**config.mk**
```make
export PLATFORM = sky130hd
export DESIGN_NAME = tsm_xor_scheduler
export DESIGN_NICKNAME = d
export VERILOG_FILES = /design/src/rtl/tsm_xor_scheduler.sv
export SDC_FILE = /design/constraint.sdc
export NUM_CORES = 1
export LEC_CHECK = 0
export CAP_MARGIN = 20
export CORE_MARGIN = 1
export CORE_UTILIZATION = 50
export DETAILED_ROUTE_END_ITERATION = 8
export PLACE_DENSITY = 0.82
export SYNTH_ARGS = -nofsm -noshare
export SYNTH_HDL_FRONTEND = slang
export SYNTH_SLANG_ARGS = --single-unit
```
**constraint.sdc**
```tcl
create_clock -name clk -period 2.5 [get_ports clk]
set_input_delay 0.625 -clock clk [delete_from_list [all_inputs] [get_ports clk]]
set_output_delay 0.625 -clock clk [all_outputs]
set_load 0.005 [all_outputs]
```
**src/rtl/tsm_xor_scheduler.sv**
```systemverilog
// tsm_xor_scheduler
// Time-shares one WIDTH-bit XOR unit across the SHARES shares of two masked
// operands. The XOR unit sees one share index per slot, and zero-precharge gap
// cycles separate slots. Each result share is returned on a valid/ready stream
// together with its index and a last flag.
module tsm_xor_scheduler #(
    parameter int WIDTH  = 8,
    parameter int SHARES = 2,
    parameter int GAP    = 1,
    localparam int IDXW  = (SHARES > 1) ? $clog2(SHARES) : 1
) (
    input  logic                    clk,
    input  logic                    rst_n,
    input  logic                    in_valid,
    output logic                    in_ready,
    input  logic [SHARES*WIDTH-1:0] a_shares,
    input  logic [SHARES*WIDTH-1:0] b_shares,
    output logic [WIDTH-1:0]        xor_a,
    output logic [WIDTH-1:0]        xor_b,
    input  logic [WIDTH-1:0]        xor_y,
    output logic                    out_valid,
    input  logic                    out_ready,
    output logic [WIDTH-1:0]        out_share,
    output logic [IDXW-1:0]         out_idx,
    output logic                    out_last,
    output logic                    busy
);

    typedef enum logic [1:0] {
        S_IDLE,
        S_ISSUE,
        S_HOLD,
        S_GAP
    } state_t;

    localparam logic [IDXW-1:0] LAST_IDX = IDXW'(SHARES - 1);
    // Gap counter preset: counts down to 0 on the final gap cycle.
    localparam logic [1:0]      GAP_INIT = 2'((GAP > 0) ? GAP - 1 : 0);

    state_t            state;
    logic [IDXW-1:0]   idx;
    logic [IDXW-1:0]   idx_next;
    logic [1:0]        gap_cnt;
    logic              is_last;

    // Share registers: hold the not-yet-issued shares of the current pair.
    logic [WIDTH-1:0]  a_reg [SHARES];
    logic [WIDTH-1:0]  b_reg [SHARES];

    assign idx_next = idx + IDXW'(1);
    assign is_last  = (idx == LAST_IDX);

    // Handshake and status flags are decoded straight from the state register.
    assign in_ready = (state == S_IDLE);
    assign busy     = (state != S_IDLE);

    // Slot sequencer: operand issue, result capture, precharge gaps, zeroization.
    // NOTE: every sequential assignment is non-blocking so all registers update
    // from the same pre-edge values, regardless of statement order.
    always_ff @(posedge clk) begin
        if (!rst_n) begin
            state     <= S_IDLE;
            idx       <= '0;
            gap_cnt   <= '0;
            xor_a     <= '0;
            xor_b     <= '0;
            out_share <= '0;
            out_idx   <= '0;
            out_valid <= 1'b0;
            out_last  <= 1'b0;
            // NOTE: the share array is reset explicitly (not left to power-up)
            // because an aborted transaction must not leave secret shares behind.
            for (int i = 0; i < SHARES; i++) begin
                a_reg[i] <= '0;
                b_reg[i] <= '0;
            end
        end else begin
            case (state)
                S_IDLE: begin
                    if (in_valid) begin
                        for (int i = 0; i < SHARES; i++) begin
                            a_reg[i] <= a_shares[i*WIDTH +: WIDTH];
                            b_reg[i] <= b_shares[i*WIDTH +: WIDTH];
                        end
                        // Share 0 goes onto the XOR unit on entry to ISSUE.
                        xor_a <= a_shares[WIDTH-1:0];
                        xor_b <= b_shares[WIDTH-1:0];
                        idx   <= '0;
                        state <= S_ISSUE;
                    end
                end

                S_ISSUE: begin
                    out_share <= xor_y;
                    out_idx   <= idx;
                    out_last  <= is_last;
                    out_valid <= 1'b1;
                    // The consumed shares are wiped as soon as they are used.
                    a_reg[idx] <= '0;
                    b_reg[idx] <= '0;
                    // With gaps configured, precharge starts right away. With no
                    // gaps the operands stay put until the next share replaces
                    // them, except after the final share.
                    if ((GAP != 0) || is_last) begin
                        xor_a <= '0;
                        xor_b <= '0;
                    end
                    state <= S_HOLD;
                end

                S_HOLD: begin
                    if (out_ready) begin
                        out_valid <= 1'b0;
                        out_last  <= 1'b0;
                        if (is_last) begin
                            idx   <= '0;
                            state <= S_IDLE;
                        end else if (GAP == 0) begin
                            xor_a <= a_reg[idx_next];
                            xor_b <= b_reg[idx_next];
                            idx   <= idx_next;
                            state <= S_ISSUE;
                        end else begin
                            gap_cnt <= GAP_INIT;
                            state   <= S_GAP;
                        end
                    end
                end

                S_GAP: begin
                    if (gap_cnt == 2'd0) begin
                        xor_a <= a_reg[idx_next];
                        xor_b <= b_reg[idx_next];
                        idx   <= idx_next;
                        state <= S_ISSUE;
                    end else begin
                        gap_cnt <= gap_cnt - 2'd1;
                    end
                end

                default: begin
                    state <= S_IDLE;
                end
            endcase
        end
    end

endmodule

```
==> flow_metrics.py, run 1 <==
metrics = {
    "synth": {
        "synth_nets": 337,
        "syn_avg_cell_area_um2": 9.825,
        "yosysWarningCount": 0,
        "syn_area_um2": 2800,
        "ys_seq_area_frac": 0.4576,
        "synth_seq_cells": 64,
        "syn_inst": 285,
        "yosysUniqueCellTypes": 33,
    },
    "setup_path": {
        "cp-end-kind": "primary output",
        "reg2reg_slack_ns": 0.72,
        "required_ns": 1.88,
        "r2r_cells": 6,
        "crit_path_max_fanout": 6,
        "arrival_ns": 1.75,
        "critPathKind": "register to primary output",
        "startpoint_type": "register",
    },
    "die": {
        "core_area_um2": 5238,
        "die_x_um": 76.84,
        "ios": 73,
        "start_util": 0.5346,
        "rows": 26,
        "die_y_um": 76.84,
        "die-area_um2": 5904,
    },
    "clock_tree": {
        "cts.sinks": 64,
        "clk_latency_ns": 0.34,
        "cts_buffer_depth": 2,
        "cts_root_buf": "clkbuf_8",
        "cts_buffers": 9,
        "cts_htree_levels": 3,
        "clk_pin_slew_ns": 0.06,
        "post-cts-setup-buffer-count": 0,
        "cts_tree": "yes",
    },
    "power": {
        "p_comb_frac": 0.201,
        "power.switching_mw": 0.7070,
        "p_per_area_nw_per_um2": 745.3,
        "leakagePower_nw": 1.511,
        "clockPowerShare": 0.380,
        "pwr-share-seq": 0.419,
        "worst_ir_drop_vdd_v": 0.0004803,
        "intPower_mw": 2.124,
        "switching_share": 0.2497,
    },
    "global_routing": {
        "antenna_found_initial": 0,
        "grt_max_degree": 33,
        "grt_pass1_wl_um": 10720,
        "grt_overflow_total": 0,
        "grt_usage": 0.2341,
        "grt_pass1_vias": 2330,
    },
    "timing": {
        "layout_min_cycle_time_ns": 2.379,
        "setup_viol": 0,
        "tightest_slew_ns": 0.4904,
        "grt_setup_unrepaired": "no",
        "finClkSkew_ns": 0.005509,
        "holdWs_ns": 0.5086,
        "maxSlewViolCount": 0,
        "min_period_over_period": 0.9516,
        "finalHoldViolCount": 0,
        "max-slew-margin-rel": 0.6731,
        "setup_tns_ns": 0,
        "fmax_ghz": 0.4204,
    },
    "final_layout": {
        "layout-drive-gt1-share": 0.1421,
        "finalNonFillerCells": 429,
        "ff_latch_area_um2": 1282,
        "antennaDiodeCount": 0,
        "layout_common_cells": "72 x clkdlybuf4s50_1, 63 x dfxtp_1, 48 x a22oi_1",
        "layout_commonest_cell": "clkdlybuf4s50_1",
        "multi_input_area_um2": 1356,
        "nets": 407,
        "nFillCells": 388,
        "area_delta_synth_final_pct": 35.66,
    },
    "placed_design": {
        "placed_cells_incl_taps": 414,
        "gp_congestion": 0.7910,
        "dp_hpwl_um": 4399,
        "io_buffers": 72,
    },
    "detailed_routing": {
        "vias": 2394,
        "wl_um": 6592,
        "viasPerCell": 5.580,
        "drc": 0,
        "ant_nets": 0,
        "wl_per_cell_um": 15.37,
        "drt_first_pass_iters": 4,
        "initialDrtViolationCount": 122,
    },
    "flow_run": {
        "maxCapViolations": 0,
    },
    "hold_path": {
        "hold_depth": 1,
        "hp-class": "register to register",
    },
    "outcome": {
        "status": "finished clean",
    },
}
## path summary, 6_finish.rpt
| path | startpoint | endpoint |
|---|---|---|
| max | state[1]$_SDFFE_PN0P_ | busy |
| min | out_valid$_SDFFE_PN0P_ | out_valid$_SDFFE_PN0P_ |
| max reg2reg | state[1]$_SDFFE_PN0P_ | xor_b[1]$_SDFFE_PN0P_ |
| min reg2reg | out_valid$_SDFFE_PN0P_ | out_valid$_SDFFE_PN0P_ |
## area by class of cell
class / count / share of cell area
Multi-Input combinational cell: 190 / 0.3570
Sequential cell: 64 / 0.3376
Timing Repair Buffer: 83 / 0.2115
Clock buffer: 10 / 0.03623
Clock inverter: 5 / 0.02767
Tap cell: 70 / 0.02306
Inverter: 7 / 0.006917
## kinds of logic (layout without fill, tap and decap cells)
family,count (synthesis),in the layout,synth area share
AO/OA/AOI/OAI,88,88,0.2176
adder cells (fa/ha/maj),8,8,0.03575
buffers and inverters,31,105,0.05808
flip-flops,64,64,0.4576
multiplexers,31,31,0.1180
AND/OR/NAND/NOR,63,63,0.1130
## worst max-delay path, stage by stage (launching register included)
cell             delay, ns
dfxtp_1               0.41
inv_1                 0.12
ha_1                  0.30
inv_1                 0.09
clkdlybuf4s50_1       0.49
## power groups by stage
stage                     logic, mW  clock network (mW)  registers, mW
after CTS                     0.576                1.10           1.19
after global placement        0.554                   0           1.21
after floorplan               0.323                   0           1.20
after detailed placement      0.570                   0           1.21
final                         0.570                1.07           1.19
after global routing          0.619                1.14           1.20
## per-layer routing
metal,vias to the layer above,routed length [um],track usage
met3,13,489,0.06190
met4,0,124,0.1500
met1,1129,2754,0.2646
met5,-,0,0
met2,91,3223,0.3884
li1,1161,-,-
## cells in the mapped netlist (all sizes together)
library cell | n | area share
a22o | 1 | 0.0031
ha | 8 | 0.036
mux2i | 15 | 0.054
dfxtp | 64 | 0.46
clkbuf | 5 | 0.0071
inv | 7 | 0.0094
a221oi | 2 | 0.015
a21boi | 2 | 0.0067
nand2b | 2 | 0.0045
mux2 | 16 | 0.064
nor2 | 37 | 0.053
nand3b | 2 | 0.0054
o21ai | 18 | 0.032
and2 | 3 | 0.0067
buf | 19 | 0.042
a21oi | 16 | 0.029
nand2 | 4 | 0.0054
nor3 | 1 | 0.0058
nor2b | 12 | 0.028
a22oi | 48 | 0.13
o211a | 1 | 0.0036
and3 | 2 | 0.0045
## through the flow
step                      power, mW  utilization  area (um2)  setup WS, ns
final                         2.831       0.7253        3799        0.1211
after global routing          2.956       0.7253        3799       0.03703
after CTS                     2.860       0.7250        3797       0.06268
after detailed placement      1.777       0.6787        3555        0.3508
after global placement        1.759       0.6787        3555        0.3972
after floorplan               1.520            -        2800        0.9311
## repair_timing
item	in CTS	in global routing
hold buffers	0	0
resized for setup	0	1
setup endpoints to repair	0	1
Note: power is estimated with default switching activity, not from simulation.
==> inputs of run 2 (changes only) <==
Settings changed: CAP_MARGIN 20 to not set, CORE_UTILIZATION 50 to 52, PLACE_DENSITY 0.82 to 0.85.
==> run 2 against run 1 <==
Clock-buffer cell count is 1 higher. Worst setup slack better by 0.016 ns. Hold slack worse by 0.014 ns. Power is 11% lower. Wire length is 3.0% higher. Clock power is 30% lower. Critical path depth stayed put. Final area is 1.8% lower. Critical path type unchanged. Critical endpoint unchanged. Largest power group unchanged.
==> flow_metrics.py, run 2 (synthesized netlist as in run 1, its figures left out) <==
metrics = {
    "die": {
        "die_x_um": 75.38,
        "ios": 73,
        "die-area_um2": 5682,
        "rows": 26,
        "core_area_um2": 5140,
        "start_util": 0.5448,
        "die_y_um": 75.38,
    },
    "final_layout": {
        "fin_area_um2": 3730,
        "layout_commonest_cell": "clkdlybuf4s50_1",
        "layout-drive-gt1-share": 0.1389,
        "layout_common_cells": "72 x clkdlybuf4s50_1, 63 x dfxtp_1, 48 x a22oi_1",
        "nFillCells": 409,
        "nets": 408,
        "antennaDiodeCount": 0,
        "area_delta_synth_final_pct": 33.20,
        "finalNonFillerCells": 430,
    },
    "detailed_routing": {
        "wl_um": 6791,
        "initialDrtViolationCount": 141,
        "drt_first_pass_iters": 5,
        "drc": 0,
        "wl_per_cell_um": 15.79,
        "ant_nets": 0,
        "vias": 2362,
        "viasPerCell": 5.493,
    },
    "timing": {
        "finClkSkew_ns": 0.006673,
        "max-slew-margin-rel": 0.6613,
        "setup_viol": 0,
        "grt_setup_unrepaired": "no",
        "tightest_slew_ns": 0.5081,
        "min_period_over_period": 0.9450,
        "finalHoldViolCount": 0,
        "maxSlewViolCount": 0,
        "setup_tns_ns": 0,
        "layout_min_cycle_time_ns": 2.363,
        "fmax_ghz": 0.4233,
    },
    "power": {
        "worst_ir_drop_vdd_v": 0.0004708,
        "p_per_area_nw_per_um2": 673.5,
        "clockPowerShare": 0.298,
        "power.switching_mw": 0.7172,
        "power_mw": 2.512,
        "p_comb_frac": 0.230,
        "leakagePower_nw": 1.483,
        "pwr-share-seq": 0.473,
        "intPower_mw": 1.795,
        "switching_share": 0.2855,
    },
    "setup_path": {
        "crit_start": "state[1]$_SDFFE_PN0P_",
        "startpoint_type": "register",
        "crit_path_max_fanout": 6,
        "reg2reg_slack_ns": 0.73,
        "cp-end-kind": "primary output",
        "required_ns": 1.88,
        "endpoint": "busy",
        "rr_startpoint": "state[1]$_SDFFE_PN0P_",
        "arrival_ns": 1.74,
        "r2r_cells": 6,
        "r2r-end": "xor_b[1]$_SDFFE_PN0P_",
        "critPathKind": "register to primary output",
    },
    "global_routing": {
        "grt_usage": 0.2535,
        "grt_pass1_wl_um": 10700,
        "grt_max_degree": 33,
        "grt_overflow_total": 0,
        "antenna_found_initial": 0,
        "grt_pass1_vias": 2393,
    },
    "clock_tree": {
        "hold_buffers": 0,
        "cts_root_buf": "clkbuf_8",
        "cts_buffer_depth": 2,
        "post-cts-setup-buffer-count": 0,
        "cts_tree": "yes",
        "clk_latency_ns": 0.35,
        "cts_buffers": 9,
        "cts.sinks": 64,
        "clk_pin_slew_ns": 0.07,
        "cts_htree_levels": 3,
        "post_cts_resized": 0,
    },
    "placed_design": {
        "place_area_um2": 3575,
        "dp_hpwl_um": 4545,
        "gp_congestion": 0.7382,
        "io_buffers": 72,
        "placed_cells_incl_taps": 415,
    },
    "hold_path": {
        "hp-class": "register to register",
    },
    "outcome": {
        "status": "finished clean",
    },
    "flow_run": {
        "maxCapViolations": 0,
    },
}
## run 2: area by class of cell
| class | count | area [um2] | area share |
|---|---|---|---|
| Multi-Input combinational cell | 190 | 1356 | 0.3636 |
| Inverter | 7 | 26.28 | 0.007045 |
| Tap cell | 70 | 87.58 | 0.02348 |
| Sequential cell | 64 | 1282 | 0.3438 |
| Timing Repair Buffer | 84 | 823.3 | 0.2207 |
| Clock inverter | 4 | 22.52 | 0.006038 |
| Clock buffer | 11 | 131.4 | 0.03522 |
## run 2: worst min path at each step
stage / from / endpoint / slack [ns] / cells past startpoint
global placement: out_last$_SDFFE_PN0P_ / out_last$_SDFFE_PN0P_ / 0.47 / 2
global route: out_valid$_SDFFE_PN0P_ / out_valid$_SDFFE_PN0P_ / 0.53 / 1
CTS: out_last$_SDFFE_PN0P_ / out_last$_SDFFE_PN0P_ / 0.50 / 2
floorplan: a_reg[0][0]$_SDFFE_PP0P_ / a_reg[0][0]$_SDFFE_PP0P_ / 0.47 / 2
detailed placement: out_last$_SDFFE_PN0P_ / out_last$_SDFFE_PN0P_ / 0.49 / 2
finish: out_last$_SDFFE_PN0P_ / out_last$_SDFFE_PN0P_ / 0.49 / 2
## run 2: worst max-delay path, cell delays in order, from the launching register on
cell	delay, ns
dfxtp_1	0.41
inv_1	0.12
ha_1	0.29
inv_1	0.08
clkdlybuf4s50_1	0.49
## run 2: power by group through the flow
stage          Sequential (mW)  Clock [mW]  Combinational [mW]
2_1_floorplan             1.20           0               0.323
5_1_grt                   1.20       0.780               0.628
4_1_cts                   1.19       0.748               0.581
3_3_place_gp              1.20           0               0.561
6_report                  1.19       0.748               0.577
3_5_place_dp              1.21           0               0.576
## run 2: layer usage
metal | vias up | routed length [um] | share of wire | global-route usage
met5 | - | 0 | 0 | 0
met4 | 0 | 154 | 0.023 | 0.1379
met3 | 16 | 538 | 0.079 | 0.05952
met2 | 81 | 3226 | 0.48 | 0.4306
met1 | 1106 | 2871 | 0.42 | 0.2964
li1 | 1159 | - | - | -
## run 2: metrics by stage
step / utilization / setup slack (ns) / hold WS (ns)
after floorplan: - / 0.9311 / 0.4713
after global placement: 0.6955 / 0.3857 / 0.4719
after detailed placement: 0.6955 / 0.3340 / 0.4889
after CTS: 0.7254 / 0.05966 / 0.5001
after global routing: 0.7257 / 0.03914 / 0.5272
final: 0.7257 / 0.1375 / 0.4944
==> edit, RTL diff (flow settings as in run 1) <==
Make the reset (`rst_n`) asynchronous in one clocked block.
--- a/src/rtl/tsm_xor_scheduler.sv
+++ b/src/rtl/tsm_xor_scheduler.sv
@@ -57,7 +57,7 @@
     // Slot sequencer: operand issue, result capture, precharge gaps, zeroization.
     // NOTE: every sequential assignment is non-blocking so all registers update
     // from the same pre-edge values, regardless of statement order.
-    always_ff @(posedge clk) begin
+    always_ff @(posedge clk or negedge rst_n) begin
         if (!rst_n) begin
             state     <= S_IDLE;
             idx       <= '0;
Check against the original RTL: differs if rst_n is asserted again (counterexample within 4 cycles, from zero or initial values and one cycle with rst_n low); with rst_n held inactive, the same outputs for 10 cycles.
==> edit against run 1 <==
  * Via count down 8.4%
  * Sequential cell count unchanged
  * Critical path depth unchanged
  * Fmax up 1.2%
  * Non-clock buffer count down 3
  * Final cell count down 6.3%
  * Wire length down 0.12%
  * Cell area up 5.6%
  * Synthesized area up 9.5%
  * Count of clock-buffer cells in the layout up 1
  * Setup slack better by 0.028 ns
  * Critical path type unchanged
  * Largest cell class is now sequential cells
Power is not compared: it rests on default switching activity, and its combinational part moved more than twofold at a synthesized area within 25%.
==> edit: results <==
export IMPL_nets=375
export IMPL_max_slew_margin_rel=0.622
export IMPL_place_inst=387
export IMPL_reg2reg_to="b_reg[5]"
export IMPL_grt_pass1_wl_mm=10.7
export IMPL_synth_nets=300
export IMPL_ys_types=27
export IMPL_synth_area_leaders="dfrtp_1 (52%), mux2_2 (9.6%), mux2i_1 (6.9%)"
export IMPL_reg2reg_setup_slack_ns=0.58
export IMPL_skew_ns=0.00594
export IMPL_synthTopCellsByCount="dfrtp_1 (64), mux2_2 (26), inv_1 (23)"
export IMPL_placed_area_um2=3820
export IMPL_dp_hpwl_mm=4.43
export IMPL_cts_resized=0
export IMPL_critPathLaunchType="flop"
export IMPL_timing_hold_ws_ns=0.255
export IMPL_first_iter_violations=107
export IMPL_crit_start="state[0]"
export IMPL_status="finished clean"
export IMPL_nFillCells=464
export IMPL_netlist_instances=248
export IMPL_grt_max_degree=34
export IMPL_cp_max_fo=5
export IMPL_wl_per_cell_um=16.4
export IMPL_drive_gt1_frac=0.211
export IMPL_critPathArrivalTime_ns=1.73
export IMPL_ff2ff_path_depth=5
export IMPL_wirelength_mm=6.58
export IMPL_vias=2193
[edit: changes by cell type after synthesis, moves of 6 or more]
cell     delta
dfrtp_1    +64
dfxtp_1    -64
o21ai_1    -13
mux2_2     +10
nor3b_1    +15
a22oi_1    -48
a22o_2     +16
inv_1      +17
mux2i_1     +6
nor2b_1     -6
a22o_1     +16
buf_2       -7
nor2_1     -34
[edit: cells by family after synthesis]
kind of cell / after synthesis / synth area share
mux: 48 / 0.169
compound gates: 55 / 0.138
fa+ha+maj: 8 / 0.0327
simple gates: 34 / 0.0735
buf+inv: 39 / 0.0645
flops: 64 / 0.522
[edit: through the flow]
stage                     total power [mW]  setup WS [ns]
after floorplan                       3.46          0.668
after global placement                4.19          0.375
after detailed placement              4.28          0.321
after CTS                             5.15          0.142
after global routing                  5.47         0.0522
final                                 5.10          0.149
[edit: metal layers]
metal  part of all wire  track usage  vias to the layer above
met1               0.44        0.284                     1087
met5                  0            0                        -
met3              0.057       0.0659                        9
met2               0.49        0.377                       72
li1                   -            -                     1025
met4              0.014       0.0750                        0
[edit: area by class of cell]
class / instances / area, um^2 / share of cell area
Clock inverter: 4 / 45.0 / 0.0112
Timing Repair Buffer: 80 / 776 / 0.193
Inverter: 23 / 86.3 / 0.0215
Sequential cell: 64 / 1600 / 0.399
Clock buffer: 11 / 141 / 0.0353
Tap cell: 75 / 93.8 / 0.0234
Multi-Input combinational cell: 145 / 1270 / 0.316
[edit: power by group through the flow]
stage / logic [mW] / registers [mW] / clock network, mW
final: 2.46 / 1.78 / 0.850
after global routing: 2.72 / 1.83 / 0.920
after global placement: 2.41 / 1.78 / 0
after floorplan: 1.73 / 1.73 / 0
after detailed placement: 2.49 / 1.79 / 0
after CTS: 2.49 / 1.78 / 0.873
